File: config.mk
export PLATFORM = sky130hd
export DESIGN_NAME = rx_frame_ctrl
export DESIGN_NICKNAME = d
export VERILOG_FILES = /design/src/rtl/rx_frame_ctrl.sv
export SDC_FILE = /design/constraint.sdc
export NUM_CORES = 1
export LEC_CHECK = 0
export BUFFER_PORTS_ARGS = -buffer_cell sky130_fd_sc_hd__buf_4
export CAP_MARGIN = 25
export CORE_MARGIN = 2
export CORE_UTILIZATION = 55
export CTS_CLUSTER_DIAMETER = 120
export CTS_CLUSTER_SIZE = 20
export DETAILED_ROUTE_END_ITERATION = 7
export MAX_ROUTING_LAYER = met4
export PLACE_DENSITY = 0.76
export SLEW_MARGIN = 10
export SYNTH_ARGS = -nofsm -noshare
export SYNTH_HDL_FRONTEND = slang
export SYNTH_SLANG_ARGS = --single-unit
File: constraint.sdc
create_clock -name clk_i -period 6 [get_ports clk_i]
set_clock_uncertainty 0.15 [all_clocks]
set_input_delay 1.2 -clock clk_i [delete_from_list [all_inputs] [get_ports clk_i]]
set_output_delay 1.2 -clock clk_i [all_outputs]
set_load 0.01 [all_outputs]
File: src/rtl/rx_frame_ctrl.sv
// rx_frame_ctrl: UART receive-side controller.
// Captures raw frames, aligns data to the snapshotted character format, checks parity and
// stop bits, buffers {fe, pe, data} entries in a small FIFO and drives status and irq.
// Optional feature macro: RX_FRAME_CTRL_PARITY_CHECK_EN (when undefined, pe is always 0 and
// no parity XOR logic is built; the parity bit is still skipped for alignment).
module rx_frame_ctrl #(
  parameter int unsigned DEPTH = 4
) (
  input  logic        clk_i,
  input  logic        rst_ni,
  input  logic        cr_ds_i,
  input  logic [1:0]  cr_p_i,
  input  logic        cr_s_i,
  input  logic        cr_rxne_ie_i,
  input  logic        cr_err_ie_i,
  input  logic [10:0] frame_i,
  input  logic        frame_valid_i,
  input  logic        rd_i,
  input  logic        clr_ovr_i,
  output logic [7:0]  rd_data_o,
  output logic        rd_pe_o,
  output logic        rd_fe_o,
  output logic        rx_empty_o,
  output logic        rx_full_o,
  output logic        ovr_o,
  output logic        irq_o
);

  localparam int unsigned AW = $clog2(DEPTH);
  localparam int unsigned CW = AW + 1;

  // Capture stage
  logic        cap_valid_q;
  logic [10:0] cap_frame_q;
  logic        cap_ds_q;
  logic [1:0]  cap_p_q;
  logic        cap_s_q;

  // Decode results
  logic        par_en;
  logic [3:0]  dlen;
  logic [3:0]  nlen;
  logic [3:0]  base;
  logic [3:0]  stop_pos;
  logic [10:0] aligned;
  logic [7:0]  dec_data;
  logic        dec_pe;
  logic        dec_fe;

  // FIFO state
  logic [9:0]    mem_q [DEPTH];
  logic [AW-1:0] wptr_q, wptr_d;
  logic [AW-1:0] rptr_q, rptr_d;
  logic [CW-1:0] count_q, count_d;
  logic          ovr_q, ovr_d;
  logic          irq_q, irq_d;

  logic       empty, full, push, pop, ovr_set;
  logic [9:0] head;

  // Register the frame and snapshot the format so later format changes cannot affect it.
  always_ff @(posedge clk_i or negedge rst_ni) begin
    if (!rst_ni) begin
      cap_valid_q <= 1'b0;
      cap_frame_q <= '0;
      cap_ds_q    <= 1'b0;
      cap_p_q     <= 2'b00;
      cap_s_q     <= 1'b0;
    end else begin
      cap_valid_q <= frame_valid_i;
      if (frame_valid_i) begin
        cap_frame_q <= frame_i;
        cap_ds_q    <= cr_ds_i;
        cap_p_q     <= cr_p_i;
        cap_s_q     <= cr_s_i;
      end
    end
  end

  // Align the captured frame so reception-order bit 0 lands at bit 0, then check it.
  always_comb begin
    par_en   = (cap_p_q != 2'b00);
    dlen     = cap_ds_q ? 4'd8 : 4'd7;
    nlen     = dlen + {3'b000, par_en} + 4'd1 + {3'b000, cap_s_q};
    base     = 4'd11 - nlen;
    aligned  = cap_frame_q >> base;
    dec_data = cap_ds_q ? aligned[7:0] : {1'b0, aligned[6:0]};
    stop_pos = dlen + {3'b000, par_en};
    dec_fe   = ~aligned[stop_pos] | (cap_s_q & ~aligned[stop_pos + 4'd1]);
`ifdef RX_FRAME_CTRL_PARITY_CHECK_EN
    // dec_data[7] is zero for 7-bit characters, so the full reduction is safe.
    dec_pe   = par_en & (^dec_data ^ aligned[dlen] ^ cap_p_q[1]);
`else
    dec_pe   = 1'b0;
`endif
  end

  assign empty   = (count_q == '0);
  assign full    = (count_q == CW'(DEPTH));
  assign pop     = rd_i & ~empty;
  // A full FIFO still accepts the entry when a pop frees a slot in the same cycle.
  assign push    = cap_valid_q & (~full | rd_i);
  assign ovr_set = cap_valid_q & full & ~rd_i;
  assign head    = mem_q[rptr_q];

  // Next-state for pointers, count, sticky overrun and interrupt.
  always_comb begin
    wptr_d  = wptr_q;
    rptr_d  = rptr_q;
    count_d = count_q;
    ovr_d   = ovr_q;
    if (push) wptr_d = wptr_q + AW'(1);
    if (pop)  rptr_d = rptr_q + AW'(1);
    count_d = count_q + CW'(push) - CW'(pop);
    if (ovr_set) begin
      ovr_d = 1'b1;
    end else if (clr_ovr_i) begin
      ovr_d = 1'b0;
    end
    irq_d = (cr_rxne_ie_i & ~empty) |
            (cr_err_ie_i & (ovr_q | (~empty & (head[8] | head[9]))));
  end

  // FIFO control state.
  always_ff @(posedge clk_i or negedge rst_ni) begin
    if (!rst_ni) begin
      wptr_q  <= '0;
      rptr_q  <= '0;
      count_q <= '0;
      ovr_q   <= 1'b0;
      irq_q   <= 1'b0;
    end else begin
      wptr_q  <= wptr_d;
      rptr_q  <= rptr_d;
      count_q <= count_d;
      ovr_q   <= ovr_d;
      irq_q   <= irq_d;
    end
  end

  // Storage array; contents are don't-care while empty since outputs are gated.
  always_ff @(posedge clk_i) begin
    if (push) mem_q[wptr_q] <= {dec_fe, dec_pe, dec_data};
  end

  assign rd_data_o  = empty ? 8'h00 : head[7:0];
  assign rd_pe_o    = ~empty & head[8];
  assign rd_fe_o    = ~empty & head[9];
  assign rx_empty_o = empty;
  assign rx_full_o  = full;
  assign ovr_o      = ovr_q;
  assign irq_o      = irq_q;

endmodule

Word-level counts from Yosys, hierarchy flattened
Memory sizes are Yosys's and may differ from the RTL's.
Index checks and enable logic that the tools add are counted.
Widths: inputs -> output; s select.
{"block": "classes", "addsub": 8, "magnitude_cmp": 2, "n_eq_ne": 1, "shifts": 1, "n_mux": 11, "n_bitwise": 20, "n_reduce_logical": 3}
{"op": "$mux 8", "n": 2}
{"op": "$shr 11x4->11", "n": 1}
{"op": "$lt 4x5->1 const B", "n": 2}
{"op": "$and 1x1->1", "n": 9}
{"op": "$add 4x1->4", "n": 2}
{"op": "$bmux 1 s4", "n": 2}
{"op": "$mux 1", "n": 6}
{"op": "$not 1->1", "n": 5}
{"op": "$add 2x1->2 const B", "n": 2}
{"op": "$add 4x1->4 const B", "n": 1}
{"op": "$mux 4", "n": 1}
{"op": "$or 1x1->1", "n": 4}
{"op": "$reduce_bool 2->1", "n": 2}
{"op": "$sub 4x4->4 const A", "n": 1}
{"op": "$add 3x1->3", "n": 1}
{"op": "$eq 3x3->1 const B", "n": 1}
{"op": "$logic_not 3->1", "n": 1}
{"op": "$sub 3x1->3", "n": 1}
{"op": "$and 1x1->1 const B", "n": 1}
{"op": "$or 1x1->1 const A", "n": 1}
{"block": "word_totals", "register_bits": 25, "mem_bits_rw": 36, "inputBits": 22, "output_inout_bits": 14, "wordCells": 57, "mem_count": 1}
{"name": "mem_q", "words": 4, "width": 9, "read_ports": 1, "rd_ports_with_merged_regs": 0, "write_ports": 1, "line_no": "51", "rtl": "logic [9:0] mem_q [DEPTH];"}

Logic depth before layout (Yosys ltp)
Gate-level depths: netlist (run 1).
{"block": "logic_depth", "word_depth": 11, "depth_mapped": 14, "mapped_depth_nobuf": 13}

Worst setup path after synthesis (run 1)
OpenSTA, ideal clock, no wires.
{"block": "synth_path", "path_type": "register to register", "start": "register cap_p_q[1]", "end": "memory mem_q[0][8] (netlist name) (data pin)", "setup_time_ns": 0.293, "t_arrival_ns": 2.807, "required_ns": 5.557, "path_slack_ns": 2.751, "path_stages_with_launch": 15, "n_path_buf": 1, "period_less_slack_ns": 3.249, "cell_sequence": "dfrtp_1 > or2_2 > inv_1 > ha_1 > ha_1 > inv_1 > ha_1 > inv_1 > ha_1 > buf_2 > or3b_2 > o32ai_1 > a21oi_1 > a311oi_1 > nand4_1"}
{"block": "synth_between", "elab_chain_len": 11, "elab_cells_between_ends": 14, "cone_classes": "4 x add/sub; 1 x shift; 4 x mux; 4 x bitwise; 1 x reduce/logical"}
{"item": "from (decl)", "line_no": "36", "rtl": "logic [1:0] cap_p_q;"}
{"item": "from (signal assigned)", "line_no": "74", "rtl": "cap_p_q <= cr_p_i;"}
{"item": "$reduce_bool 2->1 (*)", "line_no": "82", "rtl": "par_en = (cap_p_q != 2'b00);"}
{"item": "$add 4x1->4 (*)", "line_no": "84, 88"}
{"item": "$add 4x1->4", "line_no": "84, 89"}
{"item": "$add 4x1->4", "line_no": "84", "rtl": "nlen = dlen + {3'b000, par_en} + 4'd1 + {3'b000, cap_s_q};"}
{"item": "$sub 4x4->4", "line_no": "85", "rtl": "base = 4'd11 - nlen;"}
{"item": "$shr 11x4->11", "line_no": "86", "rtl": "aligned = cap_frame_q >> base;"}
{"item": "$bmux 1 s4", "line_no": "89", "rtl": "dec_fe = ~aligned[stop_pos] | (cap_s_q & ~aligned[stop_pos + 4'd1]);"}
{"item": "$mux 1 (not written as such)", "line_no": "89"}
{"item": "$not 1->1", "line_no": "89"}
{"item": "$and 1x1->1", "line_no": "89"}
{"item": "$or 1x1->1 (*)", "line_no": "89"}
{"item": "via dec_fe", "line_no": "48", "rtl": "logic dec_fe;"}
{"item": "to (decl)", "line_no": "51"}
Mark *: on every way through the listed nets, which the timed path passes. The rest lies on a longest branch. The select of a mux whose other input is x is not followed.

Worst setup path after layout (run 1)
Same ends and word-level chain as after synthesis.

==> reports/qor.txt, run 1 <==
setup TNS: 0 ns
layout filler cell count: 443
synth warn: 0
io pins: 36
wire per inst: 16.8 um
Setup WS post-layout: 2.18 ns
Clock Sink Count: 61
htree depth: 3
endpoint class of the critical path: register
count of input and output buffers: 34
Tmin final: 3.82 ns
Crit-path slowest cell: or3b_2
Worst setup SP type: register
Worst-path clk slew: 0.06 ns
Final setup viols: 0
fmax: 0.262 GHz
drt pass-1 iters: 4
Worst-Skew Late Latency: 0.33 ns
critical path arrival: 3.70 ns
register area share after synthesis: 53.9%
most common cell after layout, fill and taps aside: edfxtp_1
ANT nets after route: 0
DIE WIDTH: 79.9 um
initial antenna violation count: 0
DRT iter0 DRCs: 107
share of layout cells above drive strength 1: 29.3%
compound-gate portion of the synthesized area: 6.52%
critical path peak fanout: 17
final RePlAce weighted congestion: 0.845
library cells used by synthesis: 45
max-slew violations: 0
Post-Syn Instances: 241
GR Overflow Total: 0
simple-gate area share of the yosys netlist: 10.6%
Leak: 1.47 nW
synth-to-layout area growth: 14.9%
Post-Syn Nets: 279
global-route wire length before repair: 9890 um
routed wl met2: 3030 um
HP Class: reg2reg
CTS tree: done
WL met3: 177 um
Synth Area in XOR/XNOR: 1.38%
Post-CTS Setup Bufs: 0
Initial Util: 57.2%
most used cell, CP: ha_1
Post-Syn Area: 3170 um2
Core Box Area: 5540 um2
Tcrit/Tclk final: 63.6%
mux contribution to synthesized area: 16.4%
status: finished clean
# hold bufs at CTS: 0
Root Buffer: clkbuf_8
vias in the first global route: 2005
#FFs+latches synth: 61
Crit Path Class: reg2reg
final hold violations: 0
Synth Area in Adders: 6.80%
routed vias/inst: 5.60
Max-Cap Viols: 0
Post-synth EDFFs: 36
Metal-1 WL: 2520 um
Pwr Density: 431 nW/um2
Row Count: 27
largest net degree at the start of global routing: 26
Crit path required time: 5.88 ns
Max stage delay on crit path: 0.55 ns
most frequent cells in the layout: 36 x edfxtp_1, 34 x buf_4, 25 x dfrtp_1
CTS Buffer Depth: 2
Worst Max-Slew Pin Slew: 0.827 ns
post-cts repair resize count: 0
Critical Path, Cell by Cell: or2_2 > inv_1 > ha_1 > ha_1 > inv_1 > ha_1 > ha_1 > or3b_2 > o22ai_1 > o211ai_1 > a311oi_1 > nand4_1
Worst slew margin: 44.8%
main combinational cell family by area after synthesis: multiplexers
unrepaired setup endpoints after global routing: no
HPWL after DPL: 4200 um
Max VDD drop: 0.217 mV
top routing layer used: met4
GRT Total Usage: 21.6%
Top FF cell, synth: edfxtp_1
ys async rst share: 41.0%
syn avg cell area: 13.1 um2
CTS Buf Count: 9
die span in y: 79.9 um
DRC violations left: 0
WL final: 5840 um
Die ar.: 6380 um2
pre-CTS setup slack: 2.23 ns
Final nets: 309
# diodes: 0
via count: 1949
-- registers in the layout, summed over array words and instances, names as in the netlist --
| name | cells |
|---|---|
| cap_s_q | 1 |
| cap_p_q | 2 |
| cap_ds_q | 1 |
| ovr_o | 1 |
| cap_frame_q | 11 |
| wptr_q | 2 |
| irq_o | 1 |
| count_q | 3 |
| rptr_q | 2 |
| mem_q | 36 |
| cap_valid_q | 1 |
-- logic make-up (layout without fill, tap and decap cells) --
group / count (synthesis) / count (layout)
DFF: 61 / 61
muxes: 37 / 37
xor gates and xnor gates: 5 / 5
buffers and inverters: 31 / 66
adders and majority gates: 16 / 16
AOI/OAI and AO/OA: 31 / 31
other: 1 / 1
and+or+nand+nor: 59 / 59
-- synthesized netlist by cell type (3+ instances only) --
cell | n | share of area, %
buf_2 | 5 | 0.79
inv_1 | 16 | 1.9
ha_1 | 14 | 5.5
dfrtp_1 | 25 | 20
nand2b_1 | 3 | 0.59
nor2_1 | 9 | 1.1
nand3b_1 | 3 | 0.71
mux2i_1 | 10 | 3.2
nand2_1 | 11 | 1.3
edfxtp_1 | 36 | 34
nor2b_1 | 5 | 0.99
clkbuf_1 | 7 | 0.83
o211ai_1 | 3 | 0.71
and2_1 | 15 | 3.0
mux4_2 | 10 | 7.1
a21oi_1 | 4 | 0.63
o21ai_0 | 10 | 1.6
xnor2_1 | 4 | 1.1
mux2_2 | 16 | 5.7
-- final timing paths --
path | endpoint | from | slack [ns] | cells past startpoint
min in group asynchronous | irq_o | rst_ni | 0.61 | 1
max in group asynchronous | cap_s_q | rst_ni | 4.83 | 1
worst min register to register | cap_p_q[0] | cap_p_q[0] | 0.35 | 1
worst max register to register | mem_q[0][8] | cap_p_q[1] | 2.18 | 12
worst min-delay path | cap_p_q[0] | cap_p_q[0] | 0.35 | 1
worst max-delay path | mem_q[0][8] | cap_p_q[1] | 2.18 | 12
-- power breakdown --
group | leakage [nW] | total [mW] | internal [mW] | switching, mW
Combinational | 0.741 | 0.559 | 0.290 | 0.268
Sequential | 0.625 | 0.645 | 0.570 | 0.0748
Clock | 0.102 | 0.367 | 0.213 | 0.154
-- critical path: cells and delay by family (launching register included) --
family	cells	cell delay, ns
fa+ha+maj	4	1.21
simple gates	3	1.07
compound gates	3	0.56
flops	1	0.37
buf+inv	2	0.16
-- final cells by class --
| type | instances | area, um2 | share of cell area, % |
|---|---|---|---|
| timing repair buffer | 34 | 255 | 7.01 |
| clock buffer | 12 | 155 | 4.26 |
| tap | 72 | 90.1 | 2.48 |
| clock inverter | 4 | 47.5 | 1.31 |
| multi-input combinational | 149 | 1330 | 36.4 |
| inverter | 16 | 60.1 | 1.65 |
| sequential | 61 | 1710 | 46.9 |
-- per-stage QoR --
| step | power [mW] | utilization, % | hold slack [ns] | instances | area [um2] |
|---|---|---|---|---|---|
| after floorplan | 1.03 | - | 0.292 | 241 | 3170 |
| after global placement | 1.20 | 62.0 | 0.319 | 332 | 3440 |
| after detailed placement | 1.22 | 62.0 | 0.346 | 332 | 3440 |
| after CTS | 1.59 | 65.7 | 0.360 | 348 | 3640 |
| after global routing | 1.68 | 65.7 | 0.391 | 348 | 3640 |
| final | 1.57 | 65.7 | 0.352 | 348 | 3640 |
-- routing by layer --
layer,GRT usage [%],up-vias
li1,-,930
met1,26.7,958
met2,35.8,50
met3,3.05,11
met4,9.15,0
met5,-,-
Power figures use the tool's default switching activity.
==> run 2: changes to the inputs <==
ABC_AREA = 1   (was default)
clock period = 3.6 ns   (was 6 ns; I/O delays follow)
==> reports/qor.txt, run 2 <==
Clock Sink Count: 61 (unchanged)
most common cell in the netlist: nand2_1
DIE WIDTH: 80.6 um (+0.95%)
Leak: 1.62 nW (+10%)
Final setup viols: 0 (unchanged)
Initial Util: 58.0% (+0.80 points)
Worst-Skew Late Latency: 0.33 ns (about the same)
design area: 3680 um2 (+1.2%)
drt pass-1 iters: 4 (unchanged)
ys async rst share: 41.0% (unchanged)
fmax: 0.339 GHz (+29%)
reg2reg start: cap_p_q[1]
max-slew violations: 0 (unchanged)
WL final: 6150 um (+5.3%)
crit path launch: cap_p_q[1]
Pwr Density: 726 nW/um2 (+68%)
# hold bufs at CTS: 0 (unchanged)
GRT Total Usage: 22.7% (+1.1 points)
critical path peak fanout: 6 (-11)
Row Count: 27 (unchanged)
Area contributors post-synth: edfxtp_1 33%, dfrtp_1 19%, nand2_1 6.5%
Die ar.: 6500 um2 (+1.9%)
Tcrit/Tclk final: 81.9% (+18 points)
die span in y: 80.6 um (+0.95%)
largest net degree at the start of global routing: 26 (unchanged)
Root Buffer: clkbuf_8
HP Class: in2async
synth warn: 0 (unchanged)
CTS Buf Count: 9 (unchanged)
initial antenna violation count: 0 (unchanged)
share of layout cells above drive strength 1: 23.5% (-5.9 points)
final RePlAce weighted congestion: 0.990 (+17%)
final hold violations: 0 (unchanged)
ANT nets after route: 0 (unchanged)
most frequent cells in the layout: 56 x nand2_1, 51 x nor2_1, 37 x buf_4
Post-synth EDFFs: 36 (unchanged)
#FFs+latches synth: 61 (unchanged)
Worst setup SP type: register
status: finished clean
Top FF cell, synth: edfxtp_1
final core occ: 66.1% (+0.39 points)
Area after DPL: 3500 um2 (+1.9%)
CTS Buffer Depth: 2 (unchanged)
cell accounting for the most synthesized area: edfxtp_1
GR Overflow Total: 0 (unchanged)
Max VDD drop: 0.402 mV (+86%)
Top reg by flops: mem_q
setup slack, reg-to-reg: 0.65 ns (-1.53 ns)
DRC violations left: 0 (unchanged)
Post-Syn Instances: 330 (+37%)
Crit Path Class: reg2reg
via count: 2275 (+17%)
wire per inst: 13.9 um (-17%)
Tmin final: 2.95 ns (-0.866 ns)
share of the synthesized area in the top cell type: 33.5% (-0.67 points)
global-route wire length before repair: 10400 um (+5.6%)
CTS tree: done
DRT iter0 DRCs: 123 (+15%)
count of input and output buffers: 34 (unchanged)
Largest register FFs: 36 (unchanged)
endpoint class of the critical path: register
unrepaired setup endpoints after global routing: no
setup TNS: 0 ns (unchanged)
Worst slew margin: 42.7% (-2.1 points)
syn avg cell area: 9.79 um2 (-25%)
vias in the first global route: 2243 (+12%)
critical path arrival: 2.85 ns (-0.85 ns)
Post-Syn Area: 3230 um2 (+2.0%)
Largest regs: mem_q (36), cap_frame_q (11), count_q (3)
library cells used by synthesis: 34 (-24%)
CP Capture Point: mem_q[0][8]
Worst Max-Slew Pin Slew: 0.856 ns (+0.0291 ns)
post-cts repair resize count: 0 (unchanged)
synth-to-layout area growth: 14.0%
Crit path required time: 3.50 ns (-2.38 ns)
WHS: 0.142 ns (-0.210 ns)
Synth top cells by count: 56 x nand2_1, 51 x nor2_1, 36 x edfxtp_1
Core Box Area: 5570 um2 (+0.61%)
htree depth: 3 (unchanged)
Max-Cap Viols: 0 (unchanged)
Post-Syn Nets: 368 (+32%)
io pins: 36 (unchanged)
HPWL after DPL: 4470 um (+6.6%)
register area share after synthesis: 52.8% (-1.1 points)
Worst-path clk slew: 0.06 ns (about the same)
most common cell after layout, fill and taps aside: nand2_1
worst r2r path cells: 15 (+3)
reg2reg end: mem_q[0][8]
Post-CTS Setup Bufs: 0 (unchanged)
routed vias/inst: 5.14 (-8.3%)
Final nets: 404 (+31%)
# diodes: 0 (unchanged)
==> run 2: changes by cell type after synthesis, moves of 10 or more <==
| cell | previous run | this run |
|---|---|---|
| inv_1 | 16 | 27 |
| nand2_1 | 11 | 56 |
| nand3_1 | 0 | 19 |
| mux4_2 | 10 | 0 |
| o21ai_0 | 10 | 23 |
| and2_1 | 15 | 0 |
| nor2_1 | 9 | 51 |
| mux2i_1 | 10 | 0 |
==> run 2: cell type report <==
class / instances / area, um2
multi-input combinational: 227 / 1320
sequential: 61 / 1710
clock buffer: 10 / 128
timing repair buffer: 37 / 278
clock inverter: 6 / 53.8
inverter: 30 / 113
tap: 72 / 90.1
fill: 452 / 1890
==> run 2: kinds of logic after synthesis <==
kind of cell,share of synthesized area (%)
other,0.116
buffers and inverters,6.47
AO/OA/AOI/OAI,7.01
multiplexers,3.83
flip-flops,52.8
XOR/XNOR,1.08
AND/OR/NAND/NOR,22.0
adder cells (fa/ha/maj),6.66
==> run 2: critical path, cell delays in order, from the launching register on <==
cell,delay (ns)
dfrtp_1,0.37
nor2_1,0.27
ha_1,0.37
ha_1,0.22
inv_1,0.06
ha_1,0.15
inv_1,0.05
ha_1,0.27
nor2_4,0.19
inv_1,0.11
nor2_1,0.09
nand2_1,0.06
nand2_1,0.05
nand2_1,0.05
nor2_1,0.09
nand3_1,0.13
==> run 2: metrics by stage <==
step | setup slack [ns] | cells | power, mW
floorplan | 0.931 | 330 | 1.79
global placement | 0.728 | 427 | 2.11
detailed placement | 0.681 | 427 | 2.14
CTS | 0.626 | 443 | 2.70
global route | 0.442 | 443 | 2.89
finish | 0.650 | 443 | 2.67
==> run 2: how the worst min path moves through the flow <==
stage | start | end | slack, ns | depth (start not counted)
3_5_place_dp | cap_p_q[0] | cap_p_q[0] | 0.35 | 1
6_report | rst_ni | count_q[0] | 0.14 | 1
3_3_place_gp | cap_p_q[1] | cap_p_q[1] | 0.34 | 1
5_1_grt | rst_ni | cap_s_q | 0.14 | 1
4_1_cts | rst_ni | count_q[0] | 0.13 | 1
2_1_floorplan | rst_ni | cap_ds_q | 0.27 | 0
==> run 2: report_power, final <==
part / switching [mW] / internal (mW)
Clock: 0.245 / 0.311
Sequential: 0.105 / 0.950
Combinational: 0.635 / 0.425
Total: 0.986 / 1.69
==> run 2: layer usage <==
metal  routed length [um]  vias up  track usage [%]
met2                 3080       55             37.2
met4                  121        0             9.15
li1                     -     1161                -
met1                 2730     1047             26.7
met5                    0        -                -
met3                  219       12             6.07
